`config.mk`:
```
export PLATFORM = sky130hd
export DESIGN_NAME = mem_boot_loader
export DESIGN_NICKNAME = d
export VERILOG_FILES = /design/src/rtl/mem_boot_loader.sv
export SDC_FILE = /design/constraint.sdc
export NUM_CORES = 1
export LEC_CHECK = 0
export CAP_MARGIN = 20
export CORE_MARGIN = 1
export CORE_UTILIZATION = 51
export CTS_BUF_LIST = sky130_fd_sc_hd__clkbuf_16
export CTS_CLUSTER_DIAMETER = 200
export DETAILED_ROUTE_END_ITERATION = 8
export PLACE_DENSITY = 0.87
export SYNTH_ARGS = -nofsm -noshare
export SYNTH_HDL_FRONTEND = slang
export SYNTH_SLANG_ARGS = --single-unit
```
`constraint.sdc`:
```
create_clock -name clk -period 9.4 [get_ports clk]
set_clock_uncertainty 0.2 [all_clocks]
set_input_delay 1.41 -clock clk [delete_from_list [all_inputs] [get_ports clk]]
set_output_delay 1.41 -clock clk [all_outputs]
set_load 0.03 [all_outputs]
```
`src/rtl/mem_boot_loader.sv`:
```
// ---------------------------------------------------------------------------
// mem_boot_loader
//
// Copies a boot image from a valid/ready word stream into memory over a
// valid/ready memory bus. It then reads the image back and compares both the
// write-side and read-side word sums against an expected checksum. The CPU
// reset (core_resetn) is released only when everything matches.
//
// Parameters
//   BASE_ADDR  byte address of word 0 of the image
//   MAX_WORDS  largest legal image length in words
//   TIMEOUT    maximum cycles a bus request may wait for mem_ready
//
// Ports
//   clk, reset                  clock and synchronous active-high reset
//   start                       single-cycle load request
//   num_words, expected_sum     image length / checksum, captured on start
//   in_valid, in_ready, in_data image word stream (this block is the sink)
//   mem_valid, mem_instr,       memory bus request (this block initiates)
//   mem_ready
//   mem_addr, mem_wdata,        bus address, write data, byte strobes and
//   mem_wstrb, mem_rdata        read data
//   busy, done, error           load status
//   core_resetn                 CPU reset release, high only after success
// ---------------------------------------------------------------------------
module mem_boot_loader #(
  parameter logic [31:0] BASE_ADDR = 32'h0000_0000,
  parameter int unsigned MAX_WORDS = 256,
  parameter int unsigned TIMEOUT   = 1024
) (
  input  logic        clk,
  input  logic        reset,
  input  logic        start,
  input  logic [8:0]  num_words,
  input  logic [31:0] expected_sum,
  input  logic        in_valid,
  output logic        in_ready,
  input  logic [31:0] in_data,
  output logic        mem_valid,
  output logic        mem_instr,
  input  logic        mem_ready,
  output logic [31:0] mem_addr,
  output logic [31:0] mem_wdata,
  output logic [3:0]  mem_wstrb,
  input  logic [31:0] mem_rdata,
  output logic        busy,
  output logic        done,
  output logic        error,
  output logic        core_resetn
);

  typedef enum logic [2:0] {
    IDLE,
    FETCH,
    WRITE,
    READ,
    CHECK,
    DONE,
    ERR
  } state_t;

  state_t      state;
  logic [8:0]  index;
  logic [8:0]  num_q;
  logic [31:0] exp_q;
  logic [31:0] wsum;
  logic [31:0] rsum;
  logic [31:0] wait_cnt;

  logic        last_word;
  logic        wait_expired;
  logic        len_bad;
  logic [31:0] word_addr;

  // The bus is only ever used for data, never for instruction fetches.
  assign mem_instr = 1'b0;

  assign last_word    = (index == num_q - 9'd1);
  assign wait_expired = (wait_cnt == TIMEOUT - 32'd1);
  assign len_bad      = (num_words == 9'd0) || ({23'd0, num_words} > MAX_WORDS);
  assign word_addr    = BASE_ADDR + {21'd0, index, 2'b00};

  // Single FSM that registers every output. Bus fields are loaded only when
  // a request is launched and are not touched while mem_valid waits, so they
  // stay stable until the handshake completes. mem_valid always falls for
  // at least one cycle after a completion. Successive reads use a READ cycle
  // with mem_valid low as that gap.
  always_ff @(posedge clk) begin
    if (reset) begin
      state       <= IDLE;
      index       <= 9'd0;
      num_q       <= 9'd0;
      exp_q       <= 32'd0;
      wsum        <= 32'd0;
      rsum        <= 32'd0;
      wait_cnt    <= 32'd0;
      in_ready    <= 1'b0;
      mem_valid   <= 1'b0;
      mem_addr    <= 32'd0;
      mem_wdata   <= 32'd0;
      mem_wstrb   <= 4'h0;
      busy        <= 1'b0;
      done        <= 1'b0;
      error       <= 1'b0;
      core_resetn <= 1'b0;
    end else begin
      case (state)
        IDLE, DONE, ERR: begin
          if (start) begin
            done        <= 1'b0;
            error       <= 1'b0;
            core_resetn <= 1'b0;
            num_q       <= num_words;
            exp_q       <= expected_sum;
            index       <= 9'd0;
            wsum        <= 32'd0;
            rsum        <= 32'd0;
            wait_cnt    <= 32'd0;
            if (len_bad) begin
              // error stays low for one cycle so the clear is visible, then
              // the ERR branch below raises it.
              state <= ERR;
            end else begin
              state    <= FETCH;
              in_ready <= 1'b1;
              busy     <= 1'b1;
            end
          end else if (state == ERR) begin
            error <= 1'b1;
          end
        end

        FETCH: begin
          if (in_valid && in_ready) begin
            wsum      <= wsum + in_data;
            in_ready  <= 1'b0;
            mem_valid <= 1'b1;
            mem_addr  <= word_addr;
            mem_wdata <= in_data;
            mem_wstrb <= 4'hF;
            wait_cnt  <= 32'd0;
            state     <= WRITE;
          end
        end

        WRITE: begin
          if (mem_ready) begin
            mem_valid <= 1'b0;
            wait_cnt  <= 32'd0;
            if (last_word) begin
              index <= 9'd0;
              state <= READ;
            end else begin
              index    <= index + 9'd1;
              in_ready <= 1'b1;
              state    <= FETCH;
            end
          end else if (wait_expired) begin
            mem_valid <= 1'b0;
            wait_cnt  <= 32'd0;
            busy      <= 1'b0;
            error     <= 1'b1;
            state     <= ERR;
          end else begin
            wait_cnt <= wait_cnt + 32'd1;
          end
        end

        READ: begin
          if (!mem_valid) begin
            mem_valid <= 1'b1;
            mem_addr  <= word_addr;
            mem_wdata <= 32'd0;
            mem_wstrb <= 4'h0;
            wait_cnt  <= 32'd0;
          end else if (mem_ready) begin
            rsum      <= rsum + mem_rdata;
            mem_valid <= 1'b0;
            wait_cnt  <= 32'd0;
            if (last_word) begin
              state <= CHECK;
            end else begin
              index <= index + 9'd1;
            end
          end else if (wait_expired) begin
            mem_valid <= 1'b0;
            wait_cnt  <= 32'd0;
            busy      <= 1'b0;
            error     <= 1'b1;
            state     <= ERR;
          end else begin
            wait_cnt <= wait_cnt + 32'd1;
          end
        end

        CHECK: begin
          busy <= 1'b0;
          if ((wsum == rsum) && (rsum == exp_q)) begin
            done        <= 1'b1;
            core_resetn <= 1'b1;
            state       <= DONE;
          end else begin
            error <= 1'b1;
            state <= ERR;
          end
        end

        default: begin
          state <= IDLE;
        end
      endcase
    end
  end

endmodule

```
Word level (Yosys, flattened, before mapping)
Cells that the tools add are included.
Cells by class
  eq/ne operators: 24
  add/sub/neg operators: 5
  reductions and logical operators: 27
  magnitude comparators: 1
  mux-type cells: 65
Operators by type and width (count)
  32-bit 2-to-1 mux: 12
  32-bit case mux with 2 select lines: 4
  32-bit case mux with 4 select lines: 1
  32-bit adder: 2
  32-bit equality test: 2
  9-bit 2-to-1 mux: 6
  32-bit by 1-bit adder with 32-bit output, second input constant: 1
  32-bit by 10-bit equality test with 1-bit output, second input constant: 1
  9-bit case mux with 3 select lines: 1
  3-bit 2-to-1 mux: 8
  1-bit 2-to-1 mux: 22
  2-bit inequality test, second input constant: 11
  4-bit AND reduction: 4
  3-bit case mux with 5 select lines: 1
  3-bit AND reduction: 5
  6-bit AND reduction: 2
  9-bit by 1-bit adder with 9-bit output, second input constant: 1
  3-bit equality test, second input constant: 3
  9-bit equality test: 1
  9-bit greater-than comparator, second input constant: 1
  9-bit zero test: 1
  3-bit inequality test, second input constant: 3
  3-bit nonzero test: 3
  9-bit by 1-bit subtractor with 9-bit output, second input constant: 1
  15 further kinds: 25
Storage, ports and cells
  output and inout port bits: 75
  register bits after elaboration: 222

Logic depth before layout (Yosys ltp)
  depth after elaboration: 6
  gate-level depth with buffers: 12
  mapped depth without buffers: 12

Worst setup path before layout
No wires, ideal clock.
  path kind: in2reg
  start: input port in_data[0]
  end: register wsum[30]
  data required time: 9.083 ns
  stages: 12
  path slack: 5.270 ns
  buffers on the path: 0
  arrival time: 3.813 ns
  cells stage by stage: ha_1 > fa_1 > a21o_1 > a2bb2oi_1 > a2111oi_1 > nor4bb_1 > o31a_1 > o211ai_2 > a21oi_2 > o21ai_1 > xor2_1 > a22o_1
On the way
  word-level cells in the longest chain between the ends: 3
Ends and longest elaborated chain
  start, declared: line 38  | input logic [31:0] in_data,
  32-bit adder: line 135  | wsum <= wsum + in_data;
  32-bit 2-to-1 mux: line 134  | if (in_valid && in_ready) begin
  32-bit case mux with 2 select lines: line 107  | case (state)
  end signal, assigned: line 135
  end, declared: line 66  | logic [31:0] wsum;
No other way between the ends. The select of a mux whose other input is x is not followed.
A chain may end at the register's enable or synchronous reset.

Worst setup path after layout
Same ends and word-level chain as after synthesis.

==> results.yml <==
detailed_routing:
  routed-via-count: 11200
  wl_per_cell_um: 17.2
  via_per_inst: 5.99
  drtIter0Drc: 735
  ant_nets: 0
  drc: 0
  drt_wl_total_mm: 32.2
  dr.pass1.iters: 6
global_route:
  grt_max_degree: 82
  antenna_found_initial: 0
  grt-ovfl-total: 0
  grt_first_pass_wirelength_mm: 51.3
  track_usage: 0.272
  grt_pass1_vias: 10300
timing:
  hold_viol: 0
  fin_ws_ps: 4800
  tightest_slew_ps: 1040
  finalSetupViolCount: 0
  rsz0062_at_grt: "no"
  relSlewSlack: 0.306
  period_minus_slack_ps: 4600
  slew_viol_final: 0
  tns_ps: 0
  min_period_over_period: 0.489
  fmax_mhz: 217
synthesis:
  synthAdderAreaFrac: 0.0735
  synthesis.area_sq_um: 11600
  yosys_register_bits: 196
  yosys-mux-area-fraction: 0.00798
  yosysTopAreaCell: "dfxtp_1"
  yosys-top-cells-count: "nand2_1, dfxtp_1, a21oi_1"
  synthMostInstantiatedCell: "nand2_1"
  synth-simple-area-share: 0.234
  yosys_warnings: 0
  synth_top_area_frac: 0.338
  synthXorXnorAreaFrac: 0.0853
  synth_area_per_cell_sq_um: 7.93
  synth_compound_area_frac: 0.211
  synth.area.top_cells: "dfxtp_1, a21oi_1, nand2_1"
  yosysUniqueCellTypes: 86
  synth_top_family_by_area: "simple AND/OR/NAND/NOR gates"
  synth_flop_cell: "dfxtp_1"
  synthCells: 1464
  synth_edf_count: 0
  seq_area_frac_synth: 0.338
  async_flop_share: 0
clock_tree:
  ctsHoldBuffers: 0
  cts.repair.resized: 0
  cts-root-buf: "clkbuf_16"
  cts.path.max_buffers: 2
  path_clk_slew_ps: 70
  cts_made_buffers: 17
  cts_tree: "yes"
  clock_sinks: 196
  clock_latency_ps: 440
  cts_htree_levels: 4
  postCtsSetupBuffers: 0
layout:
  area.growth.synth_to_final_pct: 18.6
  ff_latch_area_sq_um: 3920
  multi_input_area_sq_um: 7200
  drive_above_1_share: 0.0396
  nNetsFinal: 1755
  instances_no_fill: 1870
  nFillCells: 1852
  antenna_cells: 0
power:
  power_mw: 2.71
  powerDensity_nw_per_um2: 197
  irDropWorstVdd_uv: 180
  p_leak_nw: 5.33
die:
  rows: 54
  die_w_um: 153
  die_h_um: 153
  fp.coreArea_sq_um: 22100
  io_pins: 185
  initial_core_util: 0.525
  dieArea_sq_um: 23400
status:
  status: "finished clean"
critical_path:
  crit_type: "in -> reg"
  end_kind: "flop"
  critPathRequiredTime_ps: 9530
  cp-start-kind: "input port"
  startpoint: "in_data[0]"
  cp.arrival_ps: 4730
  r2r_start: "state[1]"
  critPathMaxFanout: 4
job:
  drv_cap: 0
placement:
  gp_congestion: 0.952
  dp_cells: 1838
  port_buffers: 160
  hpwl_mm: 24.3
  dpl_worst_slack_ps: 4370
hold_path:
  worstHoldStart: "mem_wdata[2]"
  hold_class: "reg -> reg"
==> cell type report <==
type | instances | area share
clock inverter | 14 | 0.00664
sequential | 196 | 0.285
inverter | 26 | 0.00709
timing repair buffer | 169 | 0.122
multi-input combinational | 1168 | 0.523
tap | 280 | 0.0254
clock buffer | 17 | 0.0309
==> routing by layer <==
layer | GRT usage | vias up | share of wire
li1 | - | 5422 | -
met1 | 0.353 | 5210 | 0.43
met2 | 0.439 | 499 | 0.46
met3 | 0.0448 | 76 | 0.076
met4 | 0.132 | 0 | 0.038
met5 | 0 | - | 0
==> state kept, by name, indices dropped and copies added, names as in the netlist <==
register / count
busy: 1
core_resetn: 1
error: 1
exp_q: 32
in_ready: 1
index: 9
mem_addr: 9
mem_valid: 1
mem_wdata: 32
mem_wstrb: 1
num_q: 9
rsum: 32
state: 3
wait_cnt: 32
wsum: 32
==> through the flow <==
stage	hold slack [ps]	cell area [sq um]	utilization
6_report	252	13800	0.623
5_1_grt	273	13800	0.623
4_1_cts	253	13700	0.622
3_5_place_dp	244	13200	0.599
3_3_place_gp	238	13200	0.599
2_1_floorplan	244	11700	-
==> layout by cell type (no fill, tap or decap), drive strengths merged, types with 9 or more instances in the layout <==
cell type / count
nand2: 221
dfxtp: 196
a21oi: 168
clkdlybuf4s50: 159
nor2: 110
nand3: 73
ha: 65
xnor2: 62
xor2: 51
o21ai: 51
nor3: 34
a21o: 31
inv: 30
and3: 28
conb: 24
a22oi: 23
nand4: 20
nor4: 19
or3: 18
clkbuf: 17
nand2b: 13
a31oi: 11
and2: 10
o21bai: 10
buf: 10
o22ai: 9
a22o: 9
o211ai: 9
==> worst paths after layout <==
kind | end | slack (ps) | depth (start not counted)
setup reg to reg | rsum[8] | 5620 | 7
hold / removal | mem_wdata[2] | 250 | 2
hold reg to reg | mem_wdata[2] | 250 | 2
setup / recovery | wsum[30] | 4800 | 13
==> critical path, cell delays in order <==
cell and delay (ps):
clkdlybuf4s50_1 440, ha_1 260, fa_1 420, a21o_1 200
a2bb2oi_1 310, a2111oi_1 180, nor4bb_1 440, o31a_1 290
o211ai_2 140, a21oi_2 190, o21ai_1 90, xor2_1 150
a22o_1 190
==> kinds of logic after synthesis <==
logic type,after synthesis
xor+xnor,113
fa+ha+maj,67
compound gates,382
other cells,1
simple gates,573
flops,196
buf+inv,123
mux,9
==> report_power, final <==
part | internal, mW | leakage, nW | switching (mW)
logic | 0.387 | 3.48 | 0.627
clock network | 0.334 | 0.253 | 0.315
registers | 0.926 | 1.59 | 0.120
Power figures use the tool's default switching activity.
